### config.mk
export PLATFORM = sky130hd
export DESIGN_NAME = morse_letter_decoder
export DESIGN_NICKNAME = d
export VERILOG_FILES = /design/src/rtl/morse_letter_decoder.sv
export SDC_FILE = /design/constraint.sdc
export NUM_CORES = 1
export LEC_CHECK = 0
export CORE_ASPECT_RATIO = 0.9
export CORE_MARGIN = 4
export CORE_UTILIZATION = 60
export CTS_BUF_LIST = sky130_fd_sc_hd__clkbuf_4 sky130_fd_sc_hd__clkbuf_8 sky130_fd_sc_hd__clkbuf_16
export CTS_CLUSTER_DIAMETER = 120
export CTS_CLUSTER_SIZE = 25
export DETAILED_ROUTE_END_ITERATION = 7
export PLACE_DENSITY = 0.91
export SETUP_SLACK_MARGIN = 0.4
export SYNTH_ARGS = -nofsm -noshare
export SYNTH_HDL_FRONTEND = slang
export SYNTH_SLANG_ARGS = --single-unit
### constraint.sdc
create_clock -name i_clk -period 4.8 [get_ports i_clk]
set_input_delay 0.96 -clock i_clk [delete_from_list [all_inputs] [get_ports i_clk]]
set_output_delay 0.96 -clock i_clk [all_outputs]
set_load 0.01 [all_outputs]
### src/rtl/morse_letter_decoder.sv
// Morse letter decoder: accumulates up to five dot/dash symbols and, after an
// inter-letter silence, emits the 7-bit ASCII character with a one-cycle strobe.
// Optional feature macro: MORSE_WORD_GAP_EN (adds WORD_WAIT and the 0x20 space strobe).
module morse_letter_decoder #(
    parameter int unsigned LETTER_GAP = 9,
    parameter int unsigned WORD_GAP   = 21
) (
    input  logic       i_clk,
    input  logic       i_rst,
    input  logic       i_pressed,
    input  logic       i_dot,
    input  logic       i_dash,
    output logic [6:0] o_char_code,
    output logic       o_char_valid,
    output logic       o_char_error
);

    localparam int unsigned CntW = $clog2(WORD_GAP + 1);
    localparam logic [CntW-1:0] WordGapCnt    = CntW'(WORD_GAP);
    localparam logic [CntW-1:0] LetterGapM1   = CntW'(LETTER_GAP - 1);
    localparam logic [CntW-1:0] WordGapM1     = CntW'(WORD_GAP - 1);

`ifdef MORSE_WORD_GAP_EN
    typedef enum logic [1:0] {StIdle, StCollect, StWordWait} state_e;
`else
    typedef enum logic [1:0] {StIdle, StCollect} state_e;
`endif

    state_e          r_state;
    logic [4:0]      r_pattern;
    logic [2:0]      r_len;
    logic            r_overflow;
    logic [CntW-1:0] r_idle_cnt;

    logic            w_sym;
    logic            w_quiet;
    logic            w_reach_letter;
    logic            w_reach_word;
    logic [4:0]      w_app_pattern;
    logic [2:0]      w_app_len;
    logic            w_app_ovf;
    logic [7:0]      w_lookup;

    // ITU lookup keyed on (len, pattern); returns {error, ascii}.
    function automatic logic [7:0] lookup(input logic [2:0] len, input logic [4:0] pat,
                                          input logic ovf);
        logic [7:0] res;
        unique case ({len, pat})
            8'b001_00000: res = {1'b0, 7'h45}; // E
            8'b001_00001: res = {1'b0, 7'h54}; // T
            8'b010_00000: res = {1'b0, 7'h49}; // I
            8'b010_00001: res = {1'b0, 7'h41}; // A
            8'b010_00010: res = {1'b0, 7'h4E}; // N
            8'b010_00011: res = {1'b0, 7'h4D}; // M
            8'b011_00000: res = {1'b0, 7'h53}; // S
            8'b011_00001: res = {1'b0, 7'h55}; // U
            8'b011_00010: res = {1'b0, 7'h52}; // R
            8'b011_00011: res = {1'b0, 7'h57}; // W
            8'b011_00100: res = {1'b0, 7'h44}; // D
            8'b011_00101: res = {1'b0, 7'h4B}; // K
            8'b011_00110: res = {1'b0, 7'h47}; // G
            8'b011_00111: res = {1'b0, 7'h4F}; // O
            8'b100_00000: res = {1'b0, 7'h48}; // H
            8'b100_00001: res = {1'b0, 7'h56}; // V
            8'b100_00010: res = {1'b0, 7'h46}; // F
            8'b100_00100: res = {1'b0, 7'h4C}; // L
            8'b100_00110: res = {1'b0, 7'h50}; // P
            8'b100_00111: res = {1'b0, 7'h4A}; // J
            8'b100_01000: res = {1'b0, 7'h42}; // B
            8'b100_01001: res = {1'b0, 7'h58}; // X
            8'b100_01010: res = {1'b0, 7'h43}; // C
            8'b100_01011: res = {1'b0, 7'h59}; // Y
            8'b100_01100: res = {1'b0, 7'h5A}; // Z
            8'b100_01101: res = {1'b0, 7'h51}; // Q
            8'b101_01111: res = {1'b0, 7'h31}; // 1
            8'b101_00111: res = {1'b0, 7'h32}; // 2
            8'b101_00011: res = {1'b0, 7'h33}; // 3
            8'b101_00001: res = {1'b0, 7'h34}; // 4
            8'b101_00000: res = {1'b0, 7'h35}; // 5
            8'b101_10000: res = {1'b0, 7'h36}; // 6
            8'b101_11000: res = {1'b0, 7'h37}; // 7
            8'b101_11100: res = {1'b0, 7'h38}; // 8
            8'b101_11110: res = {1'b0, 7'h39}; // 9
            8'b101_11111: res = {1'b0, 7'h30}; // 0
            default:      res = {1'b1, 7'h3F}; // '?'
        endcase
        if (ovf) begin
            res = {1'b1, 7'h3F};
        end
        return res;
    endfunction

    // Decode input activity, gap thresholds and the appended buffer value.
    always_comb begin
        w_sym          = i_dot | i_dash;
        w_quiet        = !i_pressed && !w_sym;
        // Threshold fires on the edge at which the count would land on the gap value.
        w_reach_letter = w_quiet && (r_idle_cnt == LetterGapM1);
        w_reach_word   = w_quiet && (r_idle_cnt == WordGapM1);
        w_app_pattern  = r_pattern;
        w_app_len      = r_len;
        w_app_ovf      = r_overflow;
        if (r_len == 3'd5) begin
            w_app_ovf = 1'b1;
        end else begin
            w_app_pattern = {r_pattern[3:0], i_dash};
            w_app_len     = r_len + 3'd1;
        end
        w_lookup       = lookup(r_len, r_pattern, r_overflow);
    end

    // Idle counter: counts silent edges, saturating at WORD_GAP.
    always_ff @(posedge i_clk or posedge i_rst) begin
        if (i_rst) begin
            r_idle_cnt <= '0;
        end else if (!w_quiet) begin
            r_idle_cnt <= '0;
        end else if (r_idle_cnt != WordGapCnt) begin
            r_idle_cnt <= r_idle_cnt + 1'b1;
        end
    end

    // Letter FSM with symbol buffer and registered output strobe.
    always_ff @(posedge i_clk or posedge i_rst) begin
        if (i_rst) begin
            r_state      <= StIdle;
            r_pattern    <= '0;
            r_len        <= '0;
            r_overflow   <= 1'b0;
            o_char_code  <= '0;
            o_char_valid <= 1'b0;
            o_char_error <= 1'b0;
        end else begin
            o_char_code  <= '0;
            o_char_valid <= 1'b0;
            o_char_error <= 1'b0;
            case (r_state)
                StIdle: begin
                    if (w_sym) begin
                        r_pattern  <= {4'b0, i_dash};
                        r_len      <= 3'd1;
                        r_overflow <= 1'b0;
                        r_state    <= StCollect;
                    end
                end
                StCollect: begin
                    if (w_sym) begin
                        r_pattern  <= w_app_pattern;
                        r_len      <= w_app_len;
                        r_overflow <= w_app_ovf;
                    end else if (w_reach_letter) begin
                        o_char_code  <= w_lookup[6:0];
                        o_char_error <= w_lookup[7];
                        o_char_valid <= 1'b1;
                        r_pattern    <= '0;
                        r_len        <= '0;
                        r_overflow   <= 1'b0;
`ifdef MORSE_WORD_GAP_EN
                        r_state      <= StWordWait;
`else
                        r_state      <= StIdle;
`endif
                    end
                end
`ifdef MORSE_WORD_GAP_EN
                StWordWait: begin
                    if (w_sym) begin
                        r_pattern  <= {4'b0, i_dash};
                        r_len      <= 3'd1;
                        r_overflow <= 1'b0;
                        r_state    <= StCollect;
                    end else if (i_pressed) begin
                        r_state <= StIdle;
                    end else if (w_reach_word) begin
                        o_char_code  <= 7'h20;
                        o_char_valid <= 1'b1;
                        r_state      <= StIdle;
                    end
                end
`endif
                default: r_state <= StIdle;
            endcase
        end
    end

endmodule

**Word-level counts from Yosys, hierarchy flattened**

Cells that the tools add are included.

- Add/sub/neg operators: 2
- Multiply operators: 0
- Div/mod/pow operators: 0
- $lt $le $gt $ge: 0
- Eq/ne operators: 47
- Shifts and indexed selects: 0
- Mux-type cells: 32
- Bitwise gates (word level): 1
- Reduce and logical (&&, ||, !) cells: 9

Operators by type and width:

| kind | count |
|---|---|
| one-hot mux 8 bit (36 select lines) | 1 |
| == test 8 bit, second input constant | 22 |
| == test 8 x 7 -> 1 bit, second input constant | 12 |
| 2-to-1 mux 5 bit | 6 |
| 2-to-1 mux 7 bit | 3 |
| == test 8 x 6 -> 1 bit, second input constant | 2 |
| 2-to-1 mux 3 bit | 4 |
| 2-to-1 mux 1 bit | 10 |
| one-hot mux 5 bit (2 select lines) | 1 |
| != test 3 bit, second input constant | 3 |
| 2-to-1 mux 8 bit | 1 |
| AND reduction 4 bit | 2 |
| 2-to-1 mux 2 bit | 3 |
| != test 2 bit, second input constant | 3 |
| one-hot mux 3 bit (2 select lines) | 1 |
| adder 5 x 1 -> 5 bit, second input constant | 1 |
| == test 5 x 4 -> 1 bit, second input constant | 1 |
| != test 5 bit, second input constant | 1 |
| one-hot mux 2 bit (2 select lines) | 1 |
| adder 3 x 1 -> 3 bit, second input constant | 1 |
| == test 3 bit, second input constant | 1 |
| AND reduction 3 bit | 1 |
| == test 2 x 1 -> 1 bit, second input constant | 1 |
| logical AND 1 bit | 2 |
| 6 further kinds | 7 |

- Register bits after elaboration: 25
- Bits in latches: 0
- Bits in writable memories: 0
- ROM bits: 0
- Bits of input ports: 5
- Output and inout port bits: 9
- Logic and storage cells: 99
- Memories kept: 0

**Depth between registers and ports, before layout**

Gate-level depths: netlist (run 1).

- Depth in word-level cells: 7
- Depth in mapped cells: 8
- Gate-level depth less buffers: 7

**Least setup slack after synthesis (run 1)**

No wires, ideal clock.

- Path kind: input-to-reg
- Start point: in i_dot
- End point: reg r_pattern[0]
- Library setup time: 0.116 ns
- Arrival time: 1.962 ns
- Data required time: 4.684 ns
- Setup slack: 2.722 ns
- Stages on the path: 6
- Buffers on the path: 1
- Path through: nor2_1 nand4b_1 buf_4 a32o_1 nand2_1 nand2_1

- Longest elaborated chain between the ends: 6
- Elaborated cells on any way between the ends: 10
- Classes of those cells: eq/ne: 3; mux: 2; bitwise: 1; reduce/logical: 4

RTL lines:

| item | line | text |
|---|---|---|
| start: declaration | 11 | `input logic i_dot,` |
| OR 1 bit (*) | 95 | `w_sym = i_dot \| i_dash;` |
| logical NOT 1 bit | 96 | `w_quiet = !i_pressed && !w_sym;` |
| logical AND 1 bit | 96 |  |
| logical AND 1 bit | 98 | `w_reach_letter = w_quiet && (r_idle_cnt == LetterGapM1);` |
| != test 3 bit (no line) | n/a |  |
| AND reduction 4 bit (no line) | n/a |  |
| end signal: assignment | 140 | `r_pattern <= {4'b0, i_dash};` |
| end signal: assignment | 148 | `r_pattern <= w_app_pattern;` |
| end: declaration | 30 | `logic [4:0] r_pattern;` |

Every way passes the cells marked *; elsewhere a longest branch is shown, timed or not.
A chain may end at the register's enable or synchronous reset.

**Worst setup path in the final report (run 1)**

- Start point: in i_dash
- End point: reg r_len[0]

- Longest elaborated chain between the ends: 6
- Elaborated cells on any way between the ends: 10
- Classes of those cells: eq/ne: 3; mux: 2; bitwise: 1; reduce/logical: 4

RTL lines:

| item | line | text |
|---|---|---|
| start: declaration | 12 | `input logic i_dash,` |
| OR 1 bit (*) | 95 |  |
| logical NOT 1 bit | 96 |  |
| logical AND 1 bit | 96 |  |
| logical AND 1 bit | 98 |  |
| != test 3 bit (no line) | n/a |  |
| AND reduction 4 bit (no line) | n/a |  |
| end signal: assignment | 149 | `r_len <= w_app_len;` |
| end: declaration | 31 | `logic [2:0] r_len;` |

Marked as above.

==> key figures, run 1 <==
Run status
  – Status: complete, no violations

Place
  – DP Wirelength: 2700 um
  – Port Buffer Count: 13
  – GPL Wtd Cong: 0.972

Synth
  – Yosys warnings: 0
  – Synth area leader: dfrtp_1
  – Seq cells post-synth: 24
  – Async S/R FF share, synth: 1.00
  – EDFF count, synth: 0
  – Avg Cell Area, Syn: 8.79 um^2
  – Post-synth top area share: 0.337
  – Seq/Total Area, Yosys: 0.337
  – Post-Syn Instances: 203
  – Mapped Area: 0.00178 mm^2
  – Yosys cell types: 66
  – Syn nets: 213
  – Main synth FF type: dfrtp_1
  – Most frequent cell after synthesis: dfrtp_1
  – Area contributors post-synth: dfrtp_1 34%, nand2_1 4.0%, nor2_1 3.6%, ha_1 3.5%, buf_4 2.5%
  – Top cells by count, synth: 24 x dfrtp_1, 19 x nand2_1, 17 x nor2_1

STA
  – Final Max Tran Viols: 0
  – F_max: 307 MHz
  – Fin Setup TNS: 0 ns
  – # setup viols final: 0
  – Final hold vios: 0
  – Crit path time final: 3.26 ns
  – Rel. slew slack: 0.380
  – Worst Skew: 0.00378 ns
  – RSZ-0062 raised after global routing: no
  – Final Hold Slack: 0.567 ns
  – Period utilization: 0.679
  – Worst Tran Pin Value: 0.930 ns

Die
  – Die Wd: 65.5 um
  – IO Count: 14
  – Die Y: 59.7 um
  – CORE AREA: 0.00279 mm^2
  – Row cnt: 18
  – Starting Density: 0.639
  – Die area: 0.00391 mm^2

Finish
  – Fill cell count: 243
  – Area Growth Syn to Fin: 6.87%
  – Post-layout net count: 213
  – Layout cells sized above 1: 0.0743
  – Number of diodes: 0
  – Final Util: 0.683

Setup path
  – Crit path largest cell delay: 0.81 ns
  – Startpoint types: input port
  – CP Cell Sequence: clkdlybuf4s50_1, nor2_1, nand4b_1, a32oi_1, o211ai_1, o21a_1
  – Crit Path Category: input port to register
  – Crit Path Max Fanout: 12
  – Critical path's slowest cell: a32oi_1
  – Critical Path AT: 3.48 ns
  – CP endpoint kind: register
  – Required time of the worst setup path: 5.01 ns

Drt
  – Routed WL per cell: 16.0 um
  – 1st-iter DRT viols: 154
  – 1st-pass router iterations: 4
  – Vias post-DR: 1588
  – Final wirelength: 3860 um
  – Routed Antenna Nets: 0
  – Residual DRC count: 0
  – Via density: 6.56

Global route
  – Vias in the first global route: 1454
  – Initial antenna violation count: 0
  – Largest net degree at the start of global routing: 31
  – First-pass GRT wire length: 6610 um
  – Layer with the highest usage: met2
  – All-Layer GR Usage: 0.216
  – GR met1 Demand/Resource: 0.292
  – Met2 Use GR: 0.346
  – Routing usage on met3: 0.0545
  – Remaining Overflow, GRT: 0

Clock network
  – Worst-skew pair later-pin latency: 0.31 ns
  – CTS Root Cell: clkbuf_4
  – # H-tree levels: 1
  – Clk sinks: 24
  – Postcts setup bufs: 0
  – CTS tree: yes
  – Clock Pin Slew Worst Setup and Hold Paths: 0.12 ns
  – Cts-stage hold buffer count: 0
  – Clock Tree Buf Depth: 2
  – Resize count post-CTS: 0
  – Clock buffer count from CTS: 3

Power and ir drop
  – Final Power: 0.877 mW
  – Lkg Pwr: 0.742 nW
  – IR drop worst, VDD: 323 uV
  – Pwr/cell area: 460 mW/mm^2

Min path
  – Min-Delay Path Class: register to register

Run
  – MaxCap Viol Count: 0
[path summary, 6_finish.rpt]
check                                 to  cells past startpoint  slack [ns]     startpoint
setup / recovery                r_len[0]                      6        1.54         i_dash
setup reg to reg                r_len[0]                      7        2.01  r_idle_cnt[1]
max in group asynchronous   r_pattern[3]                      2        3.18          i_rst
hold reg to reg               r_state[0]                      2        0.57     r_state[0]
min in group asynchronous  r_idle_cnt[3]                      2        1.10          i_rst
hold / removal                r_state[0]                      2        0.57     r_state[0]
[stage by stage]
stage                     std cells  instance area (um^2)  setup WS [ns]
after global routing            242                  1910           1.39
final                           242                  1910           1.54
after CTS                       242                  1910           1.57
after floorplan                 203                  1780           2.72
after global placement          238                  1850           1.46
after detailed placement        238                  1850           1.22
[power by group]
part / leakage [nW] / internal [mW] / switching [mW]
clock: 0.0279 / 0.0844 / 0.0580
sequential: 0.319 / 0.227 / 0.145
combinational: 0.395 / 0.178 / 0.185
total: 0.742 / 0.489 / 0.388
[worst max-delay path, delay by kind of cell]
family	cells	cell delay, ns
buf+inv	1	0.45
simple gates	2	0.93
compound gates	3	1.14
[state kept, by name (all words and copies together), names as in the netlist]
register      cells
r_pattern         5
o_char_valid      1
r_state           1
o_char_error      1
r_len             3
r_idle_cnt        5
o_char_code       7
r_overflow        1
[per-layer routing]
| layer | share of wire | vias to the layer above |
|---|---|---|
| met2 | 0.47 | 82 |
| met4 | 0.0093 | 0 |
| met3 | 0.086 | 6 |
| li1 | - | 752 |
| met5 | 0 | - |
| met1 | 0.43 | 748 |
[kinds of logic (layout without fill, tap and decap cells)]
group,after synthesis,after routing,share of synthesized area
muxes,2,2,0.0119
buffers and inverters,25,24,0.0764
AOI/OAI and AO/OA,53,53,0.229
DFF,24,24,0.337
adders and majority gates,5,5,0.0351
xor gates and xnor gates,4,4,0.0196
and+or+nand+nor,90,90,0.292
[cells in the final DEF (no fill, tap or decap), types with 2 or more instances in the layout]
master	instances
nor2b_1	6
nand3b_1	2
dfrtp_1	24
ha_1	5
o211ai_1	4
a31oi_1	6
nand4b_1	4
or3_1	2
a32o_1	2
a21oi_1	7
nor3_1	7
or4_1	3
o21ai_0	6
inv_1	5
nand2b_1	5
inv_2	2
o22ai_1	2
nand2_1	19
xnor2_1	2
a22o_1	2
xor2_1	2
o32ai_1	2
o21ai_1	3
or3b_1	2
nand3_1	7
nor2_1	17
nand4_1	2
and3_1	2
clkbuf_4	3
o21a_1	2
clkdlybuf4s50_1	13
[cell type report]
class	instances	area (um^2)	share of cell area
Sequential cell	24	601	0.315
Inverter	7	26.3	0.0138
Timing Repair Buffer	13	130	0.0682
Tap cell	40	50.0	0.0262
Clock inverter	1	30.0	0.0157
Multi-Input combinational cell	154	1050	0.549
Clock buffer	3	22.5	0.0118
Note: power is estimated with default switching activity, not from simulation.
==> inputs of run 2 (changes only) <==
CORE_UTILIZATION = 52   (was 60)
PLACE_DENSITY = 0.84   (was 0.91)
clock period = 2.99 ns   (was 4.8 ns; I/O delays follow)
==> run 2 against run 1 <==
  * Cell area rose by 1.8%
  * First-iteration DRC count fell by 31%
  * Via count fell by 2.5%
  * Power rose by 58%
  * Sequential share of layout area fell by 0.57 points
  * Largest power group unchanged
  * Global-route usage fell by 3.9 points
  * Critical path depth rose by 1
==> key figures, run 2 (synthesis gave the netlist of run 1 again) <==
Run status
  – Status: complete, no violations (unchanged)

STA
  – Crit path time final: 2.23 ns
  – F_max: 449 MHz
  – RSZ-0062 raised after global routing: no (unchanged)
  – Final hold vios: 0 (unchanged)
  – Worst Skew: 0.00829 ns (was 0.00378 ns)
  – Rel. slew slack: 0.389 (was 0.380)
  – # setup viols final: 0 (unchanged)
  – Fin Setup TNS: 0 ns (unchanged)
  – Period utilization: 0.745
  – Final Max Tran Viols: 0 (unchanged)
  – Worst Tran Pin Value: 0.916 ns (was 0.930 ns)

Clock network
  – Resize count post-CTS: 0 (unchanged)
  – Clock Pin Slew Worst Setup and Hold Paths: 0.08 ns (was 0.12 ns)
  – Clock Tree Buf Depth: 2 (unchanged)
  – Clk sinks: 24 (unchanged)
  – CTS Root Cell: clkbuf_8 (was clkbuf_4)
  – # H-tree levels: 1 (unchanged)
  – Cts-stage hold buffer count: 0 (unchanged)
  – Postcts setup bufs: 0 (unchanged)
  – Clock buffer count from CTS: 3 (unchanged)
  – CTS tree: yes (unchanged)
  – Worst-skew pair later-pin latency: 0.26 ns (was 0.31 ns)

Global route
  – First-pass GRT wire length: 6510 um (was 6610 um)
  – Remaining Overflow, GRT: 0 (unchanged)
  – Vias in the first global route: 1391 (was 1454)
  – Largest net degree at the start of global routing: 31 (unchanged)
  – Initial antenna violation count: 0 (unchanged)
  – All-Layer GR Usage: 0.176 (was 0.216)

Place
  – GPL Wtd Cong: 0.868 (was 0.972)
  – Port Buffer Count: 13 (unchanged)
  – DP Wirelength: 2710 um (was 2700 um)

Finish
  – Most frequent cells in the layout: 24 x dfrtp_1, 19 x nand2_1, 17 x nor2_1 (unchanged)
  – Layout cells sized above 1: 0.0922 (was 0.0743)
  – Most flops, register: o_char_code (unchanged)
  – Number of diodes: 0 (unchanged)
  – Area Growth Syn to Fin: 8.84% (was 6.87%)
  – Largest registers: o_char_code: 7 flops, r_idle_cnt: 5 flops, r_pattern: 5 flops (unchanged)
  – Post-layout net count: 217 (was 213)
  – FF+latch area: 601 um^2 (unchanged)
  – Fill cell count: 294 (was 243)
  – Area of the multi-input gates: 0.00105 mm^2 (unchanged)
  – Commonest non-fill, non-tap cell in the layout: dfrtp_1 (unchanged)
  – Max reg flops: 7 (unchanged)

Setup path
  – Required time of the worst setup path: 3.19 ns (was 5.01 ns)
  – Critical Path AT: 2.43 ns (was 3.48 ns)
  – Crit Path Category: input port to register (unchanged)
  – Startpoint types: input port (unchanged)
  – Crit Path Max Fanout: 8 (was 12)
  – CP endpoint kind: register (unchanged)

Drt
  – Vias post-DR: 1548 (was 1588)
  – 1st-pass router iterations: 4 (unchanged)
  – 1st-iter DRT viols: 106 (was 154)
  – Final wirelength: 3710 um (was 3860 um)
  – Routed WL per cell: 15.0 um (was 16.0 um)
  – Via density: 6.24 (was 6.56)
  – Routed Antenna Nets: 0 (unchanged)
  – Residual DRC count: 0 (unchanged)

Die
  – Die Wd: 69.7 um (was 65.5 um)
  – Die Y: 63.6 um (was 59.7 um)
  – Row cnt: 19 (was 18)
  – CORE AREA: 0.00316 mm^2 (was 0.00279 mm^2)
  – IO Count: 14 (unchanged)
  – Starting Density: 0.564 (was 0.639)
  – Die area: 0.00443 mm^2 (was 0.00391 mm^2)

Power and ir drop
  – IR drop worst, VDD: 404 uV (was 323 uV)
  – Pwr/cell area: 714 mW/mm^2 (was 460 mW/mm^2)
  – Final Power: 1.39 mW (was 0.877 mW)
  – Lkg Pwr: 0.761 nW (was 0.742 nW)

Min path
  – Min-Delay Path Class: register to register (unchanged)

Run
  – MaxCap Viol Count: 0 (unchanged)
## run 2: metal layers
metal | global-route usage | part of all wire | vias up
met4 | 0.0359 | 0.0059 | 0
met1 | 0.259 | 0.46 | 730
met5 | 0 | 0 | -
li1 | - | - | 758
met2 | 0.269 | 0.46 | 56
met3 | 0.0350 | 0.072 | 4
## run 2: path summary, 6_finish.rpt
check	depth (start not counted)	slack [ns]	startpoint	end
min in group asynchronous	2	0.81	i_rst	r_len[2]
worst min register to register	2	0.52	r_state[0]	r_state[0]
worst max-delay path	7	0.76	i_dash	r_pattern[2]
max in group asynchronous	2	1.65	i_rst	r_overflow
worst min-delay path	2	0.52	r_state[0]	r_state[0]
worst max register to register	5	0.80	r_pattern[2]	o_char_code[2]
## run 2: cell type report
cell class | instances | area share
inverters | 7 | 0.0135
multi-input cells | 154 | 0.539
well taps | 42 | 0.0271
repair buffers | 17 | 0.0825
flip-flops and latches | 24 | 0.309
clock buffers | 4 | 0.0284
## run 2: critical path, cell delays in order
cell	delay (ns)
clkdlybuf4s50_1	0.46
nor2_1	0.38
nand4b_1	0.18
a32oi_1	0.40
buf_4	0.22
nand3_1	0.07
nand2_1	0.11
## run 2: metrics by stage
stage	cell area (um^2)	utilization	setup WS, ns	hold WS, ns	cells
after floorplan	1780	-	1.25	0.479	203
final	1940	0.614	0.761	0.522	248
after detailed placement	1890	0.597	0.489	0.508	244
after CTS	1940	0.614	0.773	0.528	248
after global placement	1890	0.597	0.571	0.518	244
after global routing	1940	0.614	0.598	0.558	248
## run 2: report_power, final
| group | internal (mW) | switching, mW |
|---|---|---|
| Sequential | 0.364 | 0.223 |
| Clock | 0.117 | 0.0950 |
| Combinational | 0.293 | 0.294 |
==> inputs of run 3 (changes only) <==
clock period = 2 ns   (was 2.99 ns; I/O delays follow)
==> run 3 against run 2 <==
  * Cell area rose by 31%
  * Clock-buffer cell count fell by 1
  * Final cell count rose by 19%
  * Flip-flop and latch count did not move
  * Register-to-register slack got worse by 0.71 ns
  * Routed wire length rose by 83%
  * Largest cell class unchanged
  * Highest routed layer unchanged
==> key figures, run 3 (synthesis gave the netlist of run 1 again) <==
Setup path
  – Reg2reg end: r_len[0] (was o_char_code[2])
  – Crit Path Category: register to register (was input port to register)
  – Crit path launch: r_idle_cnt[1] (was i_dash)
  – Required time of the worst setup path: 2.17 ns (was 3.19 ns)
  – CP endpoint kind: register (unchanged)
  – CP Cell Sequence: inv_2, ha_4, nor4bb_4, nand4b_1, a32oi_2, buf_4, o211ai_1, o21a_1 (was clkdlybuf4s50_1, nor2_1, nand4b_1, a32oi_1, buf_4, nand3_1, nand2_1)
  – RR Startpoint: r_idle_cnt[1] (was r_pattern[2])
  – Minimum setup slack among reg-to-reg paths: 0.09 ns (was 0.80 ns)
  – Critical Path AT: 2.08 ns (was 2.43 ns)
  – Crit Path Max Fanout: 3 (was 8)
  – CP endpoint: r_len[0] (was r_pattern[2])
  – Startpoint types: register (was input port)
  – Critical path's slowest cell: dfrtp_1 (was clkdlybuf4s50_1)
  – Reg2Reg Depth: 8 (was 5)
  – Crit path largest cell delay: 0.42 ns (was 0.46 ns)

STA
  – Rel. slew slack: 0.694 (was 0.389)
  – Final Max Tran Viols: 0 (unchanged)
  – Crit path time final: 1.91 ns
  – Worst Tran Pin Value: 0.458 ns (was 0.916 ns)
  – RSZ-0062 raised after global routing: yes (was no)
  – Final hold vios: 0 (unchanged)
  – Worst setup margin: 0.0944 ns (was 0.761 ns)
  – Period utilization: 0.953
  – Worst Skew: 0.00753 ns (was 0.00829 ns)
  – # setup viols final: 0 (unchanged)
  – F_max: 525 MHz

Global route
  – First-pass GRT wire length: 9040 um (was 6510 um)
  – All-Layer GR Usage: 0.250 (was 0.176)
  – Initial antenna violation count: 0 (unchanged)
  – Vias in the first global route: 1888 (was 1391)
  – Remaining Overflow, GRT: 0 (unchanged)
  – Largest net degree at the start of global routing: 25 (was 31)

Place
  – DP Area: 0.00206 mm^2 (was 0.00189 mm^2)
  – DP Wirelength: 3310 um (was 2710 um)
  – Port Buffer Count: 13 (unchanged)
  – Pre-CTS setup slack: -0.0890 ns (was 0.489 ns)
  – GPL Wtd Cong: 0.962 (was 0.868)

Finish
  – Most flops, register: o_char_code (unchanged)
  – Layout cells sized above 1: 0.402 (was 0.0922)
  – Post-layout net count: 266 (was 217)
  – Commonest non-fill, non-tap cell in the layout: buf_4 (was dfrtp_1)
  – Most frequent cells in the layout: 41 x buf_4, 18 x nand2_1, 17 x nor2_1, 17 x dfrtp_1, 13 x clkdlybuf4s50_1 (was 24 x dfrtp_1, 19 x nand2_1, 17 x nor2_1)
  – Largest registers: o_char_code: 7 flops, r_idle_cnt: 5 flops, r_pattern: 5 flops (unchanged)
  – Final Cell Area: 0.00255 mm^2 (was 0.00194 mm^2)
  – Area Growth Syn to Fin: 42.7% (was 8.84%)
  – Number of diodes: 0 (unchanged)
  – Fill cell count: 180 (was 294)
  – Max reg flops: 7 (unchanged)

Drt
  – Vias post-DR: 2067 (was 1548)
  – Routed Antenna Nets: 0 (unchanged)
  – 1st-iter DRT viols: 387 (was 106)
  – Routed WL per cell: 22.9 um (was 15.0 um)
  – Via density: 6.98 (was 6.24)
  – Residual DRC count: 0 (unchanged)
  – 1st-pass router iterations: 6 (was 4)
  – Final wirelength: 6780 um (was 3710 um)

Clock network
  – CTS tree: yes (unchanged)
  – Clock Pin Slew Worst Setup and Hold Paths: 0.09 ns (was 0.08 ns)
  – Clock buffer count from CTS: 3 (unchanged)
  – Clk sinks: 24 (unchanged)
  – CTS Root Cell: clkbuf_8 (unchanged)
  – # H-tree levels: 1 (unchanged)
  – Clock Tree Buf Depth: 2 (unchanged)
  – Worst-skew pair later-pin latency: 0.28 ns (was 0.26 ns)

Die
  – Starting Density: 0.564 (unchanged)
  – Row cnt: 19 (unchanged)
  – Die area: 0.00443 mm^2 (unchanged)
  – Die Wd: 69.7 um (unchanged)
  – Die Y: 63.6 um (unchanged)
  – CORE AREA: 0.00316 mm^2 (unchanged)
  – IO Count: 14 (unchanged)

Min path
  – Min-Delay Path Class: input port to asynchronous set/reset pin (was register to register)

Power and ir drop
  – Pwr/cell area: 1190 mW/mm^2 (was 714 mW/mm^2)
  – IR drop worst, VDD: 749 uV (was 404 uV)
  – Lkg Pwr: 1.06 nW (was 0.761 nW)

Run
  – MaxCap Viol Count: 0 (unchanged)

Run status
  – Status: complete, no violations (unchanged)
==> run 3: where the power goes <==
group / switching, mW / internal (mW) / total, mW / leakage, nW
combinational: 1.04 / 0.964 / 2.01 / 0.724
clock: 0.164 / 0.135 / 0.300 / 0.0216
sequential: 0.171 / 0.560 / 0.730 / 0.310
total: 1.38 / 1.66 / 3.04 / 1.06
==> run 3: per-stage QoR <==
step	setup TNS (ns)	utilization	std cells	hold WS [ns]	total power, mW
after floorplan	0	-	203	0.415	1.73
final	0	0.805	296	0.468	3.04
after detailed placement	-0.262	0.652	259	0.516	1.99
after CTS	0	0.746	285	0.492	2.55
after global routing	-0.00156	0.805	296	0.527	3.15
after global placement	0	0.652	259	0.513	1.92
==> run 3: worst max-delay path: cells and delay by family, from the launching register on <==
family,cells,cell delay [ns]
buffers and inverters,2,0.26
flip-flops,1,0.42
AO/OA/AOI/OAI,3,0.51
AND/OR/NAND/NOR,2,0.49
adder cells (fa/ha/maj),1,0.12
==> run 3: final cells by class <==
type | count | area [um^2] | area share
repair buffers | 66 | 581 | 0.228
flip-flops and latches | 24 | 609 | 0.239
multi-input cells | 154 | 1240 | 0.486
clock buffers | 3 | 41.3 | 0.0162
inverters | 7 | 26.3 | 0.0103
well taps | 42 | 52.6 | 0.0206
==> run 3: what timing repair did <==
item	CTS	global route
pin swaps	12	15
resized for setup	29	22
buffers inserted	22	11
hold buffers	0	0
gates cloned	1	0
setup endpoints to repair	16	19
==> run 3: how the worst min path moves through the flow <==
stage / from / slack, ns / to / depth (start not counted)
6_report: i_rst / 0.47 / r_idle_cnt[0] / 3
5_1_grt: i_rst / 0.53 / o_char_error / 3
4_1_cts: i_rst / 0.49 / o_char_error / 3
3_5_place_dp: r_state[0] / 0.52 / r_state[0] / 2
3_3_place_gp: r_state[0] / 0.51 / r_state[0] / 2
2_1_floorplan: i_rst / 0.41 / o_char_code[0] / 1
==> run 3: routing by layer <==
layer | up-vias | track usage | part of all wire
li1 | 848 | - | -
met1 | 953 | 0.308 | 0.36
met2 | 210 | 0.419 | 0.45
met3 | 56 | 0.0652 | 0.14
met4 | 0 | 0.0957 | 0.061
met5 | - | 0 | 0
